$ cat src/rtl/bin2bcd_pkg.sv
// Shared definitions for the sequential binary-to-BCD converter.
//   state_t     : FSM encoding (IDLE -> SHIFT -> DONE -> IDLE)
//   BCD_NIB     : bits per BCD digit
//   ADD3_THRESH : nibble value at or above which +3 correction applies
//   BLANK_NONE  : all-zero blank mask (slice to DIGITS bits at use site)
package bin2bcd_pkg;
  typedef enum logic [1:0] {
    IDLE  = 2'd0,
    SHIFT = 2'd1,
    DONE  = 2'd2
  } state_t;

  localparam int          BCD_NIB     = 4;
  localparam int          ADD3_THRESH = 5;
  localparam logic [31:0] BLANK_NONE  = '0;
endpackage

$ cat src/rtl/bin2bcd_seq_add3.sv
// Double-dabble nibble correction: dout = (din >= 5) ? din + 3 : din.
// Purely combinational; 4-bit result, no carry out (din <= 9 in practice,
// so din + 3 never exceeds 12).
//   din  : BCD nibble before shift
//   dout : corrected nibble
module bcd_add3
  import bin2bcd_pkg::*;
(
  input  logic [BCD_NIB-1:0] din,
  output logic [BCD_NIB-1:0] dout
);
  localparam logic [BCD_NIB-1:0] THRESH = ADD3_THRESH[BCD_NIB-1:0];

  always_comb begin
    dout = din;
    if (din >= THRESH) dout = din + BCD_NIB'(3);
  end
endmodule

$ cat src/rtl/bin2bcd_seq.sv
// Sequential binary-to-BCD converter (shift-and-add-3), one input bit per clock.
// A start in IDLE captures num; W clocks later bcd/blank update and done pulses
// for one cycle. Outputs hold between conversions, so a display never sees
// partial values.
//   clk   : rising-edge clock
//   rst   : asynchronous, active-high reset
//   start : conversion request, sampled only in IDLE
//   num   : binary value, captured on the accepted start
//   busy  : high in SHIFT and DONE
//   done  : one-cycle pulse, bcd/blank just updated
//   bcd   : packed BCD, digit i at [4i+3:4i], digit 0 = units
//   blank : leading-zero blank mask, bit i blanks digit i
// Optional feature macro BIN2BCD_LZ_BLANK_EN: when defined, blank[i] (i >= 1)
// is set when digit i and all higher digits are zero; blank[0] is never set.
// When undefined, blank is constant zero and no blank logic exists.
module bin2bcd_seq
  import bin2bcd_pkg::*;
#(
  parameter int W      = 8,
  parameter int DIGITS = 4
) (
  input  logic                      clk,
  input  logic                      rst,
  input  logic                      start,
  input  logic [W-1:0]              num,
  output logic                      busy,
  output logic                      done,
  output logic [BCD_NIB*DIGITS-1:0] bcd,
  output logic [DIGITS-1:0]         blank
);
  localparam int CW = $clog2(W + 1);
  localparam int BW = BCD_NIB * DIGITS;

  state_t          state_q, state_d;
  logic [W-1:0]    bin_sr_q, bin_sr_d;
  logic [BW-1:0]   bcd_sr_q, bcd_sr_d;
  logic [CW-1:0]   cnt_q, cnt_d;
  logic [BW-1:0]   bcd_q, bcd_d;
  logic            done_q, done_d;
  logic            busy_q, busy_d;

  // Correct every nibble, then shift {bcd, bin} left as one word.
  logic [BW-1:0]   bcd_fix;
  logic [BW+W-1:0] sh_all;
  logic [BW-1:0]   bcd_sh;
  logic [W-1:0]    bin_sh;

  for (genvar g = 0; g < DIGITS; g++) begin : g_add3
    bcd_add3 u_add3 (
      .din  (bcd_sr_q[g*BCD_NIB +: BCD_NIB]),
      .dout (bcd_fix[g*BCD_NIB +: BCD_NIB])
    );
  end

  assign sh_all = {bcd_fix, bin_sr_q} << 1;
  assign bcd_sh = sh_all[BW+W-1:W];
  assign bin_sh = sh_all[W-1:0];

`ifdef BIN2BCD_LZ_BLANK_EN
  logic [DIGITS-1:0] blank_q, blank_d, blank_nxt;
  logic              zero_run;

  // Walk from the most significant digit down; a digit blanks only while
  // every digit above it is also zero. Digit 0 always shows.
  always_comb begin
    zero_run  = 1'b1;
    blank_nxt = BLANK_NONE[DIGITS-1:0];
    for (int i = DIGITS - 1; i >= 1; i--) begin
      zero_run     = zero_run & (bcd_sh[i*BCD_NIB +: BCD_NIB] == '0);
      blank_nxt[i] = zero_run;
    end
  end
`endif

  always_comb begin
    state_d  = state_q;
    bin_sr_d = bin_sr_q;
    bcd_sr_d = bcd_sr_q;
    cnt_d    = cnt_q;
    bcd_d    = bcd_q;
    done_d   = done_q;
    busy_d   = busy_q;
`ifdef BIN2BCD_LZ_BLANK_EN
    blank_d  = blank_q;
`endif
    case (state_q)
      IDLE: begin
        done_d = 1'b0;
        busy_d = 1'b0;
        if (start) begin
          bin_sr_d = num;
          bcd_sr_d = '0;
          cnt_d    = CW'(W);
          busy_d   = 1'b1;
          state_d  = SHIFT;
        end
      end
      SHIFT: begin
        bin_sr_d = bin_sh;
        bcd_sr_d = bcd_sh;
        cnt_d    = cnt_q - CW'(1);
        // Last bit: publish the shifted value directly, not the register.
        if (cnt_q == CW'(1)) begin
          bcd_d   = bcd_sh;
          done_d  = 1'b1;
          state_d = DONE;
`ifdef BIN2BCD_LZ_BLANK_EN
          blank_d = blank_nxt;
`endif
        end
      end
      DONE: begin
        done_d  = 1'b0;
        busy_d  = 1'b0;
        state_d = IDLE;
      end
      default: begin
        done_d  = 1'b0;
        busy_d  = 1'b0;
        state_d = IDLE;
      end
    endcase
  end

  always_ff @(posedge clk or posedge rst) begin
    if (rst) begin
      state_q  <= IDLE;
      bin_sr_q <= '0;
      bcd_sr_q <= '0;
      cnt_q    <= '0;
      bcd_q    <= '0;
      done_q   <= 1'b0;
      busy_q   <= 1'b0;
`ifdef BIN2BCD_LZ_BLANK_EN
      blank_q  <= '0;
`endif
    end else begin
      state_q  <= state_d;
      bin_sr_q <= bin_sr_d;
      bcd_sr_q <= bcd_sr_d;
      cnt_q    <= cnt_d;
      bcd_q    <= bcd_d;
      done_q   <= done_d;
      busy_q   <= busy_d;
`ifdef BIN2BCD_LZ_BLANK_EN
      blank_q  <= blank_d;
`endif
    end
  end

  assign busy = busy_q;
  assign done = done_q;
  assign bcd  = bcd_q;
`ifdef BIN2BCD_LZ_BLANK_EN
  assign blank = blank_q;
`else
  assign blank = BLANK_NONE[DIGITS-1:0];
`endif
endmodule

$ cat config.mk
export PLATFORM = sky130hd
export DESIGN_NAME = bin2bcd_seq
export DESIGN_NICKNAME = d
export VERILOG_FILES = /design/src/rtl/bin2bcd_pkg.sv /design/src/rtl/bin2bcd_seq_add3.sv /design/src/rtl/bin2bcd_seq.sv
export SDC_FILE = /design/constraint.sdc
export NUM_CORES = 1
export LEC_CHECK = 0
export BUFFER_PORTS_ARGS = -buffer_cell sky130_fd_sc_hd__buf_2
export CORE_MARGIN = 5
export CORE_UTILIZATION = 30
export CTS_CLUSTER_SIZE = 30
export DETAILED_ROUTE_END_ITERATION = 10
export PLACE_DENSITY = 0.56
export RECOVER_POWER = 25
export SLEW_MARGIN = 15
export SYNTH_ARGS = -nofsm -noshare
export SYNTH_HDL_FRONTEND = slang
export SYNTH_HIERARCHICAL = 1
export SYNTH_SLANG_ARGS = --single-unit
export TNS_END_PERCENT = 10
$ cat constraint.sdc
create_clock -name clk -period 2.9 [get_ports clk]
set_input_delay 0 -clock clk [delete_from_list [all_inputs] [get_ports clk]]
set_output_delay 0 -clock clk [all_outputs]
set_load 0.1 [all_outputs]
==> results by group <==
Worst setup path
  – Worst-case reg-to-reg path depth: 4
  – Category of the worst setup path launch point: primary input
  – RR Startpoint: state_q[1]
  – Crit path max fanout: between 40 and 50
  – Critical Path Sink Type: async pin
  – Last element of the critical path: bcd_sr_q[3]
  – Worst setup path startpoint: rst
  – Worst Path Class, Setup: primary input to async pin
  – Critical path arrival: 1.95 ns
  – Highest cell delay on the worst timing path: ~1.3 ns
  – List of cells traversed by the critical path: dlygate4sd3_1 > buf_2 > inv_1
  – Max stage delay cell, worst path: inv_1
  – Register-to-register path setup slack: 1.18 ns
  – Capture instance of the worst register-to-register path: bcd[14]
  – Critical Path RT: 2.96 ns

Die
  – DIE WIDTH: between 90 and 100 µm
  – Initial core utilization: 30.7%
  – Std-Cell Rows: 32
  – Floorplan core area: 7730 µm²
  – Top-level I/O count: 33
  – Total Die Area: 9780 µm²
  – Height of the die: 98.9 µm

Timing
  – Setup total negative slack: 0 ns
  – Endpoints failing hold: 0
  – Time the final worst path needs with I/O delays and setup: 1.89 ns
  – Worst relative slew slack: -21.9%
  – Setup Skew: 0.00444 ns
  – Number of max-slew violations in the final report: 49
  – Maximum clock rate: 0.530 GHz
  – Total setup violations reported at the end of the flow: 0
  – Setup repair after global routing missed its margin: no
  – Final worst path period share: 65.1%
  – Measured slew at the worst slew-check pin: 1.83 ns

Global route
  – Largest net degree at the start of global routing: 49
  – Vias in the first global route: roughly 1,700
  – Total Routing Usage GR: 9.86%
  – Met3 GRT Util: 2.55%
  – Initial antenna violation count: 0
  – Global-route wire length before repair: 7930 µm
  – Met2 Resource Use GR: around 16%
  – Remaining global-route overflow: 0
  – Fraction of met1 tracks used by global routing: about 13%
  – Global-route layer with the greatest usage: met2

Clocking
  – Clock net sink count: 48
  – Clock latency on the worst-skew pair: 0.29 ns
  – Cell at the root of the clock tree: clkbuf_8
  – H-Tree Depth: 2
  – Max clock buf depth: 2
  – Reg clk slew, reported paths: 0.08 ns
  – Number of clock buffers inserted by TritonCTS: 5
  – Clock tree from TritonCTS: done

Cells and area
  – Count of nets after finishing: about 270
  – Layout area overhead: 14.2%
  – Post-layout util: 35.0%
  – Diodes inserted: 0
  – Most frequent standard cell in the layout excluding fill and tap cells: dfrtp_1
  – Number of fillers in the final layout: roughly 800
  – Fraction of layout instances using a drive strength above 1: about 24%
  – Most frequent cells in the layout: dfrtp_1, buf_2, nand2_1

Outcome
  – Failing checks: max-capacitance violations, max-slew violations
  – Status: complete, but fails checks

Run
  – # Max-Cap Violations: 1

Drt
  – Via/cell ratio: 4.57
  – Total detailed-routing wirelength: approximately 4500 µm
  – DRC Markers: 0
  – Vias after detailed routing: 1,586
  – Drt initial violations: 78
  – Routed WL per cell: 12.9 µm
  – Remaining antenna violation count: 0
  – Detailed-router iteration count before antenna repair: 4

Logic synthesis
  – Synthesized area: 2370 µm²
  – Mapped Avg Cell Area: 11.1 µm²
  – Cells after Synth: 213
  – Number of warnings printed during yosys synthesis: 6

Place
  – Routability-driven placement congestion ratio: 0.788
  – Detailed-placement wirelength estimate: 3130 µm
  – Buffers on Ports: 28

Hold path
  – Hold crit path type: primary input to flip-flop
-- flip-flops by register name, indices dropped and copies added (netlist names) --
register  flops
bin_sr_q      8
busy          1
cnt_q         4
bcd_sr_q     16
bcd          16
state_q       2
done          1
-- through the flow --
stage	cells	cell area, µm²	setup slack (ns)	hold WS [ns]
global placement	336	2590	1.18	0.263
global route	347	2710	0.541	0.0236
CTS	347	2710	1.13	0.0120
floorplan	216	2380	1.39	0.170
detailed placement	336	2590	1.14	0.267
finish	347	2710	1.01	0.0165
-- worst max-delay path, delay by kind of cell --
family | cells | cell delay (ns)
buf+inv | 3 | 1.93
-- metal layers --
metal	vias to the layer above	routed length, µm
li1	785	-
met1	770	2120
met2	27	2140
met3	4	179
met4	0	44
met5	-	0
-- area by class of cell --
cell class	instances	area, µm²	area share, %
Tap cell	102	128	4.72
Clock inverter	1	5.00	0.185
Clock buffer	6	72.6	2.68
Inverter	14	52.6	1.94
Timing Repair Buffer	34	195	7.21
Multi-Input combinational cell	142	1050	38.9
Sequential cell	48	1200	44.4
-- how the worst min path moves through the flow --
stage / startpoint / endpoint / slack [ns] / depth (start not counted)
floorplan: num[0] / bin_sr_q[0] / 0.17 / 1
global placement: num[0] / bin_sr_q[0] / 0.26 / 2
detailed placement: num[0] / bin_sr_q[0] / 0.27 / 2
CTS: num[5] / bin_sr_q[5] / 0.01 / 3
global route: num[1] / bin_sr_q[1] / 0.02 / 3
finish: num[1] / bin_sr_q[1] / 0.02 / 3
-- timing repair --
| action | 4_1_cts | 5_1_grt |
|---|---|---|
| resized for setup | 0 | 0 |
| buffers inserted | 0 | 0 |
| hold buffers | 4 | 0 |
| hold endpoints to repair | 51 | 0 |
Power is left out: the tool's default activity adds up to more than one toggle a clock period on the data nets, which glitch-free logic cannot reach.
